**config.mk**
```make
export PLATFORM = sky130hd
export DESIGN_NAME = sopc_bus_arbiter
export DESIGN_NICKNAME = d
export VERILOG_FILES = /design/src/rtl/sopc_bus_arbiter.sv
export SDC_FILE = /design/constraint.sdc
export NUM_CORES = 1
export LEC_CHECK = 0
export CAP_MARGIN = 20
export CORE_UTILIZATION = 38
export CTS_BUF_LIST = sky130_fd_sc_hd__clkbuf_2 sky130_fd_sc_hd__clkbuf_4 sky130_fd_sc_hd__clkbuf_8
export DETAILED_ROUTE_END_ITERATION = 12
export PLACE_DENSITY_LB_ADDON = 0.2
export SYNTH_ARGS = -nofsm -noshare
export SYNTH_HDL_FRONTEND = slang
export SYNTH_SLANG_ARGS = --single-unit
```
**constraint.sdc**
```tcl
create_clock -name clk -period 1.7 [get_ports clk]
set_clock_uncertainty 0.1 [all_clocks]
set_input_delay 0.34 -clock clk [delete_from_list [all_inputs] [get_ports clk]]
set_output_delay 0.34 -clock clk [all_outputs]
set_load 0.005 [all_outputs]
```
**src/rtl/sopc_bus_arbiter.sv**
```systemverilog
// sopc_bus_arbiter
// ----------------
// Shares the single-port system memory bus between the CPU instruction-fetch
// port (master 0) and the load/store port (master 1), and raises a pipeline
// stall request while either master is waiting for service.
//
// Handshake: a master raises mN_req with its we/addr/wdata/sel and holds it
// until mN_ack pulses for exactly one cycle. mN_rdata is valid in that cycle,
// and mN_err accompanies the ack when the slave timed out. The master must
// drop or change its request at the edge that ends the ack cycle. On the
// slave side, s_req is high for the whole WAIT phase with stable fields. A
// single-cycle s_ack completes the access, and s_ack outside WAIT is ignored.
//
// Ports:
//   clk, rst                 clock (rising edge), async active-low reset
//   m0_* / m1_*              master request side (req, we, addr, wdata, sel
//                            in; rdata, ack, err out)
//   s_*                      slave side (req, we, addr, wdata, sel out;
//                            rdata, ack in)
//   stallreq                 stall request to the CPU control unit
//   state_dbg                current FSM state (0 IDLE, 1 WAIT, 2 RESP)
module sopc_bus_arbiter #(
  parameter int TIMEOUT = 16  // slave wait-cycle limit, legal 2..255
) (
  input  logic        clk,
  input  logic        rst,
  input  logic        m0_req,
  input  logic        m0_we,
  input  logic [31:0] m0_addr,
  input  logic [31:0] m0_wdata,
  input  logic [3:0]  m0_sel,
  output logic [31:0] m0_rdata,
  output logic        m0_ack,
  output logic        m0_err,
  input  logic        m1_req,
  input  logic        m1_we,
  input  logic [31:0] m1_addr,
  input  logic [31:0] m1_wdata,
  input  logic [3:0]  m1_sel,
  output logic [31:0] m1_rdata,
  output logic        m1_ack,
  output logic        m1_err,
  output logic        s_req,
  output logic        s_we,
  output logic [31:0] s_addr,
  output logic [31:0] s_wdata,
  output logic [3:0]  s_sel,
  input  logic [31:0] s_rdata,
  input  logic        s_ack,
  output logic        stallreq,
  output logic [1:0]  state_dbg
);

  typedef enum logic [1:0] {
    IDLE = 2'd0,
    WAIT = 2'd1,
    RESP = 2'd2
  } state_t;

  localparam logic [7:0] CNT_LAST = 8'(TIMEOUT - 1);

  state_t     state;
  logic       last;   // master served by the most recent completion
  logic       gnt;    // master owning the current transaction
  logic [7:0] cnt;    // WAIT cycles elapsed without s_ack
  logic       pick;   // master to grant if a request is taken this cycle

  // On a conflict, the master not served last wins. Otherwise the lone
  // requester wins.
  assign pick = (m0_req && m1_req) ? ~last : m1_req;

  assign stallreq  = (m0_req & ~m0_ack) | (m1_req & ~m1_ack);
  assign state_dbg = state;

  always_ff @(posedge clk or negedge rst) begin
    if (!rst) begin
      state    <= IDLE;
      last     <= 1'b0;
      gnt      <= 1'b0;
      cnt      <= 8'd0;
      s_req    <= 1'b0;
      s_we     <= 1'b0;
      s_addr   <= 32'd0;
      s_wdata  <= 32'd0;
      s_sel    <= 4'd0;
      m0_rdata <= 32'd0;
      m1_rdata <= 32'd0;
      m0_ack   <= 1'b0;
      m1_ack   <= 1'b0;
      m0_err   <= 1'b0;
      m1_err   <= 1'b0;
    end else begin
      case (state)
        IDLE: begin
          if (m0_req || m1_req) begin
            gnt     <= pick;
            s_req   <= 1'b1;
            s_we    <= pick ? m1_we    : m0_we;
            s_addr  <= pick ? m1_addr  : m0_addr;
            s_wdata <= pick ? m1_wdata : m0_wdata;
            s_sel   <= pick ? m1_sel   : m0_sel;
            cnt     <= 8'd0;
            state   <= WAIT;
          end
        end
        WAIT: begin
          // A slave ack in the final allowed cycle still completes normally.
          if (s_ack) begin
            s_req <= 1'b0;
            state <= RESP;
            if (gnt) begin
              m1_rdata <= s_rdata;
              m1_ack   <= 1'b1;
            end else begin
              m0_rdata <= s_rdata;
              m0_ack   <= 1'b1;
            end
          end else if (cnt == CNT_LAST) begin
            s_req <= 1'b0;
            state <= RESP;
            if (gnt) begin
              m1_rdata <= 32'd0;
              m1_ack   <= 1'b1;
              m1_err   <= 1'b1;
            end else begin
              m0_rdata <= 32'd0;
              m0_ack   <= 1'b1;
              m0_err   <= 1'b1;
            end
          end else begin
            cnt <= cnt + 8'd1;
          end
        end
        RESP: begin
          m0_ack <= 1'b0;
          m1_ack <= 1'b0;
          m0_err <= 1'b0;
          m1_err <= 1'b0;
          last   <= gnt;
          state  <= IDLE;
        end
        default: state <= IDLE;
      endcase
    end
  end

endmodule

```
Word-level counts from Yosys, hierarchy flattened. Cells that the tools add are included. W data, S select, Z words.

Register bits: 150. Input bits: 175. Output and inout bits: 141. Word-level logic and storage cells: 89.

Add/sub/neg operators: 1. Equality and inequality tests: 10. Muxes and demuxes: 41. Bitwise logic cells: 7. Reduce and logical (&&, ||, !) cells: 15.

Operators with widths (number): $mux W32 (10); $mux W8 (3); $mux W1 (17); $pmux W8 S2 (1); $ne A2 B2 Y1 const B (6); $reduce_and A4 Y1 (3); $pmux W1 S2 (5); $reduce_and A3 Y1 (3); $add A8 B1 Y8 const B (1); $eq A8 B4 Y1 const B (1); $mux W2 (3); $reduce_and A2 Y1 (3); $reduce_bool A2 Y1 (3); $mux W4 (1); $not A1 Y1 (4); $pmux W2 S2 (1); $ne A3 B3 Y1 const B (1); $and A1 B1 Y1 (2); $eq A2 B1 Y1 const B (1); $eq A2 B2 Y1 const B (1); $logic_not A2 Y1 (1); $logic_and A1 B1 Y1 (1); $logic_or A1 B1 Y1 (1); $or A1 B1 Y1 (1).

Logic depth before layout (Yosys ltp).
Depth after elaboration: 4. Depth in mapped cells: 8. Mapped depth without buffers: 6.

Least setup slack after synthesis. OpenSTA, ideal clock, no wires.

Kind: flip-flop to flip-flop. Start point: register state[0] (netlist: state_dbg[0]). End point: register cnt[0]. Setup time: 0.121 ns. Arrival: 1.565 ns. Required time: 1.479 ns. Slack: -0.086 ns. Cell stages (with the launch flop): 7. Path buffers: 0. Period minus slack after synthesis: 1.786 ns. Cells stage by stage: dfrtp_1 > inv_1 > ha_1 > nor3b_1 > a211oi_1 > mux2_2 > a22o_1.

Longest elaborated chain between the ends: 3. Elaborated cells on any way between the ends: 8. Those cells by class: 4 x eq/ne; 1 x mux; 3 x reduce/logical.

Ends and longest elaborated chain: start, declared (RTL line 62) `state_t state;`; start signal, assigned (RTL line 77) `state <= IDLE;`; start signal, assigned (RTL line 103) `state <= WAIT;`; start signal, assigned (RTL line 110) `state <= RESP;`; $eq A2 B1 Y1 or $logic_not A2 Y1 (tied branches) (RTL line 93) `case (state)`; $ne A2 B2 Y1 (no line) or $reduce_bool A2 Y1 (tied branches); $reduce_and A4 Y1 (no line); end signal, assigned (RTL line 131) `cnt <= cnt + 8'd1;`; end, declared (RTL line 65) `logic [7:0] cnt;`.

Several ways; a longest one is shown, not always the timed one. A chain may end at the register's enable or synchronous reset.

Final worst setup path.
Start point: register cnt[1]. End point: register cnt[0].

Longest elaborated chain between the ends: 3.

Ends and longest elaborated chain: $eq A8 B4 Y1 (RTL line 118) `end else if (cnt == CNT_LAST) begin`; $ne A2 B2 Y1 (no line); $reduce_and A4 Y1 (no line).

Every way passes these cells.

==> impl_metrics.yaml <==
detailed_routing:
  drt_iter0_drc: 271
  drcViolationCount: 0
  wl_per_cell_um: 18.1
  vias_per_cell: 5.22
  num_vias: 6098
  ant_nets: 0
  drtPass1Iterations: 7
  routed_wl_um: 21200
cells_and_area:
  layout-drive-gt1-share_pct: 18.0
  finalNetCount: 1115
  antennaDiodeCount: 0
  syn2layout_area_growth_pct: 73.4
timing:
  layout_min_cycle_time_ps: 1830
  setup_viol: 70
  finalHoldViolCount: 0
  fmax_mhz: 545
  drv_slew: 0
  relSlewSlack_pct: 64.9
  rsz0062_at_grt: "yes"
  fin_ws_ps: -135
  fin_hold_ws_ps: 275
  tightest_slew_ps: 526
  min_period_over_period_pct: 108
critical_path:
  critPathLaunchType: "register"
  reg2reg_to: "cnt[0]$_DFFE_PN0P_"
  startpoint: "cnt[1]$_DFFE_PN0P_"
  end_kind: "register"
  r2r_slack_ps: -130
  criticalPathCategory: "register to register"
  cp_data_arrival_time_ps: 2060
  critPathRequiredTime_ps: 1930
  cp_max_fo: 6
  timing.rr.start: "cnt[1]$_DFFE_PN0P_"
  r2r_cells: 6
clock_tree:
  clk_latency_ps: 440
  cts.clk_slew.worst_paths_ps: 80
  cts_buffers: 17
  clkSinkCount: 150
  cts_buffer_depth: 2
  cts_root_buffer: "clkbuf_8"
  cts_max_level: 4
  cts_tree: "yes"
yosys:
  synth_nets: 728
  synth_seq_area_share_pct: 57.6
  yosys_warnings: 0
  avgSynthCellArea_um2: 11.9
  synth_flop_cell: "dfrtp_1"
  synth_compound_area_share_pct: 18.7
  synthArstFlopShare_pct: 100
  synth_area_leaders: "dfrtp_1, mux2i_1, a32o_1"
  synth.ff_latch_count: 150
  synth_top_family_by_area: "compound AO/OA/AOI/OAI gates"
  synth_area_leader_cell: "dfrtp_1"
  synth_simple_gate_area_share_pct: 7.32
  synth_area_um2: 6510
  synth-edff-count: 0
  yosys.cell_types.count: 43
  synth.area.mux_share_pct: 11.6
  syn_inst: 549
  synth_xor_area_share_pct: 0
  yosys.area_share.adder_pct: 0.768
  synth_top_cell_area_share_pct: 57.6
grt:
  overflow: 0
  grt_pass1_wl_um: 32900
  grt_pass1_vias: 6277
  antenna_found_initial: 0
  grt_start_max_net_pins: 53
  grt_usage_pct: 24.0
floorplan:
  core-area_um2: 16600
  io_pins: 316
  num_rows: 47
  initial_core_util_pct: 39.1
  die_h_um: 133
  die_x_um: 133
  dieArea_um2: 17700
outcome:
  status: "complete, but fails checks"
  violations: "setup timing"
placement:
  dp.final_hpwl_um: 15000
  port_buffers: 315
  post-place-ws_ps: -431
  gp_congestion: 0.851
hold_path:
  min_path_type: "input port to asynchronous set/reset pin"
power_and_ir_drop:
  p_leak_nw: 5.29
  ir_worst_vdd_mv: 0.679
  p_per_area_nw_per_um2: 1550
run:
  drv_cap: 0
how the worst max path moves through the flow:
stage	slack (ps)	to	cells after the start
2_1_floorplan	-10	cnt[0]$_DFFE_PN0P_	5
5_1_grt	-180	m1_rdata[0]$_DFFE_PN0P_	6
3_5_place_dp	-430	s_wdata[5]$_DFFE_PN0P_	7
6_report	-130	cnt[0]$_DFFE_PN0P_	6
3_3_place_gp	-340	s_wdata[5]$_DFFE_PN0P_	7
4_1_cts	-80	m0_rdata[30]$_DFFE_PN0P_	6
cell families after synthesis:
| kind of cell | after synthesis |
|---|---|
| flip-flops | 150 |
| buffers and inverters | 53 |
| AO/OA/AOI/OAI | 164 |
| AND/OR/NAND/NOR | 103 |
| multiplexers | 75 |
| adder cells (fa/ha/maj) | 4 |
layout by cell type, fill, tap and decap left out, drive strengths merged, types with 3 or more instances in the layout:
cell type and count:
mux2i 71, a31oi 6, nand2 81, clkbuf 23, inv 9, dlygate4sd2 136, o21ai 73, o211ai 3
a22o 5, dfrtp 150, clkdlybuf4s50 172, a32o 64, ha 4, bufinv 5, nor2 3, nand3 4
buf 100, mux2 4, clkinv 4
layer usage:
metal | up-vias | share of wire (%) | global-route usage (%)
met5 | - | 0 | 0
met4 | 0 | 2.2 | 8.49
met3 | 31 | 7.3 | 6.70
met2 | 291 | 53 | 42.5
met1 | 2956 | 37 | 27.7
li1 | 2820 | - | -
cells in the mapped netlist, types with 2 or more instances:
cell type / count
a21oi_1: 2
a22o_1: 5
a31oi_1: 6
a32o_1: 64
and3_1: 2
buf_1: 2
buf_2: 12
buf_6: 6
clkbuf_1: 26
dfrtp_1: 150
ha_1: 4
inv_1: 6
mux2_2: 4
mux2i_1: 71
nand2_1: 79
nand2_4: 2
nand3_1: 4
nor2_1: 3
nor2b_1: 2
o211ai_1: 3
o21ai_0: 72
o2bb2ai_1: 2
o311ai_0: 2
flip-flops by register name, summed over array words and instances (netlist names):
register,count
s_wdata,32
cnt,8
s_sel,4
m0_ack,1
m1_err,1
s_req,1
gnt,1
m0_rdata,32
last,1
m1_rdata,32
m0_err,1
state_dbg,2
s_we,1
m1_ack,1
s_addr,32
layout make-up:
class / count / area [µm²]
Inverter: 6 / 22.5
Clock inverter: 13 / 218
Fill cell: 1243 / 5350
Sequential cell: 150 / 3750
Timing Repair Buffer: 415 / 4070
Clock buffer: 19 / 262
Multi-Input combinational cell: 346 / 2690
Tap cell: 220 / 275
critical path, cell delays in order (launching register included):
cell and delay [ps]:
dfrtp_1 410, ha_2 220, and3_4 200, a21o_4 230, buf_12 140, mux2_2 250, a22o_1 180
power by group:
part	total [mW]	internal, mW	switching [mW]
combinational	8.22	4.61	3.62
sequential	6.08	5.19	0.890
clock	3.25	1.85	1.40
total	17.6	11.7	5.90
repair_timing:
item                                    4_1_cts  5_1_grt
pin swaps                                     9        9
gates cloned                                  2        4
resized for setup                           166       28
endpoints found under the hold margin        34        0
endpoints found under the setup margin      216       82
buffers inserted                             30        6
hold buffers                                  1        0
stage by stage:
step / power (mW) / area (µm²) / util (%) / TNS, ps / cells
after global routing: 18.7 / 11300 / 67.9 / -10440 / 1169
final: 17.6 / 11300 / 67.9 / -7230 / 1169
after detailed placement: 14.7 / 10400 / 62.3 / -28000 / 1095
after global placement: 14.4 / 10400 / 62.3 / -21730 / 1095
after CTS: 17.3 / 11000 / 66.3 / -2120 / 1160
after floorplan: 9.26 / 6530 / - / -13.4 / 549
Note: power is estimated with default switching activity, not from simulation.
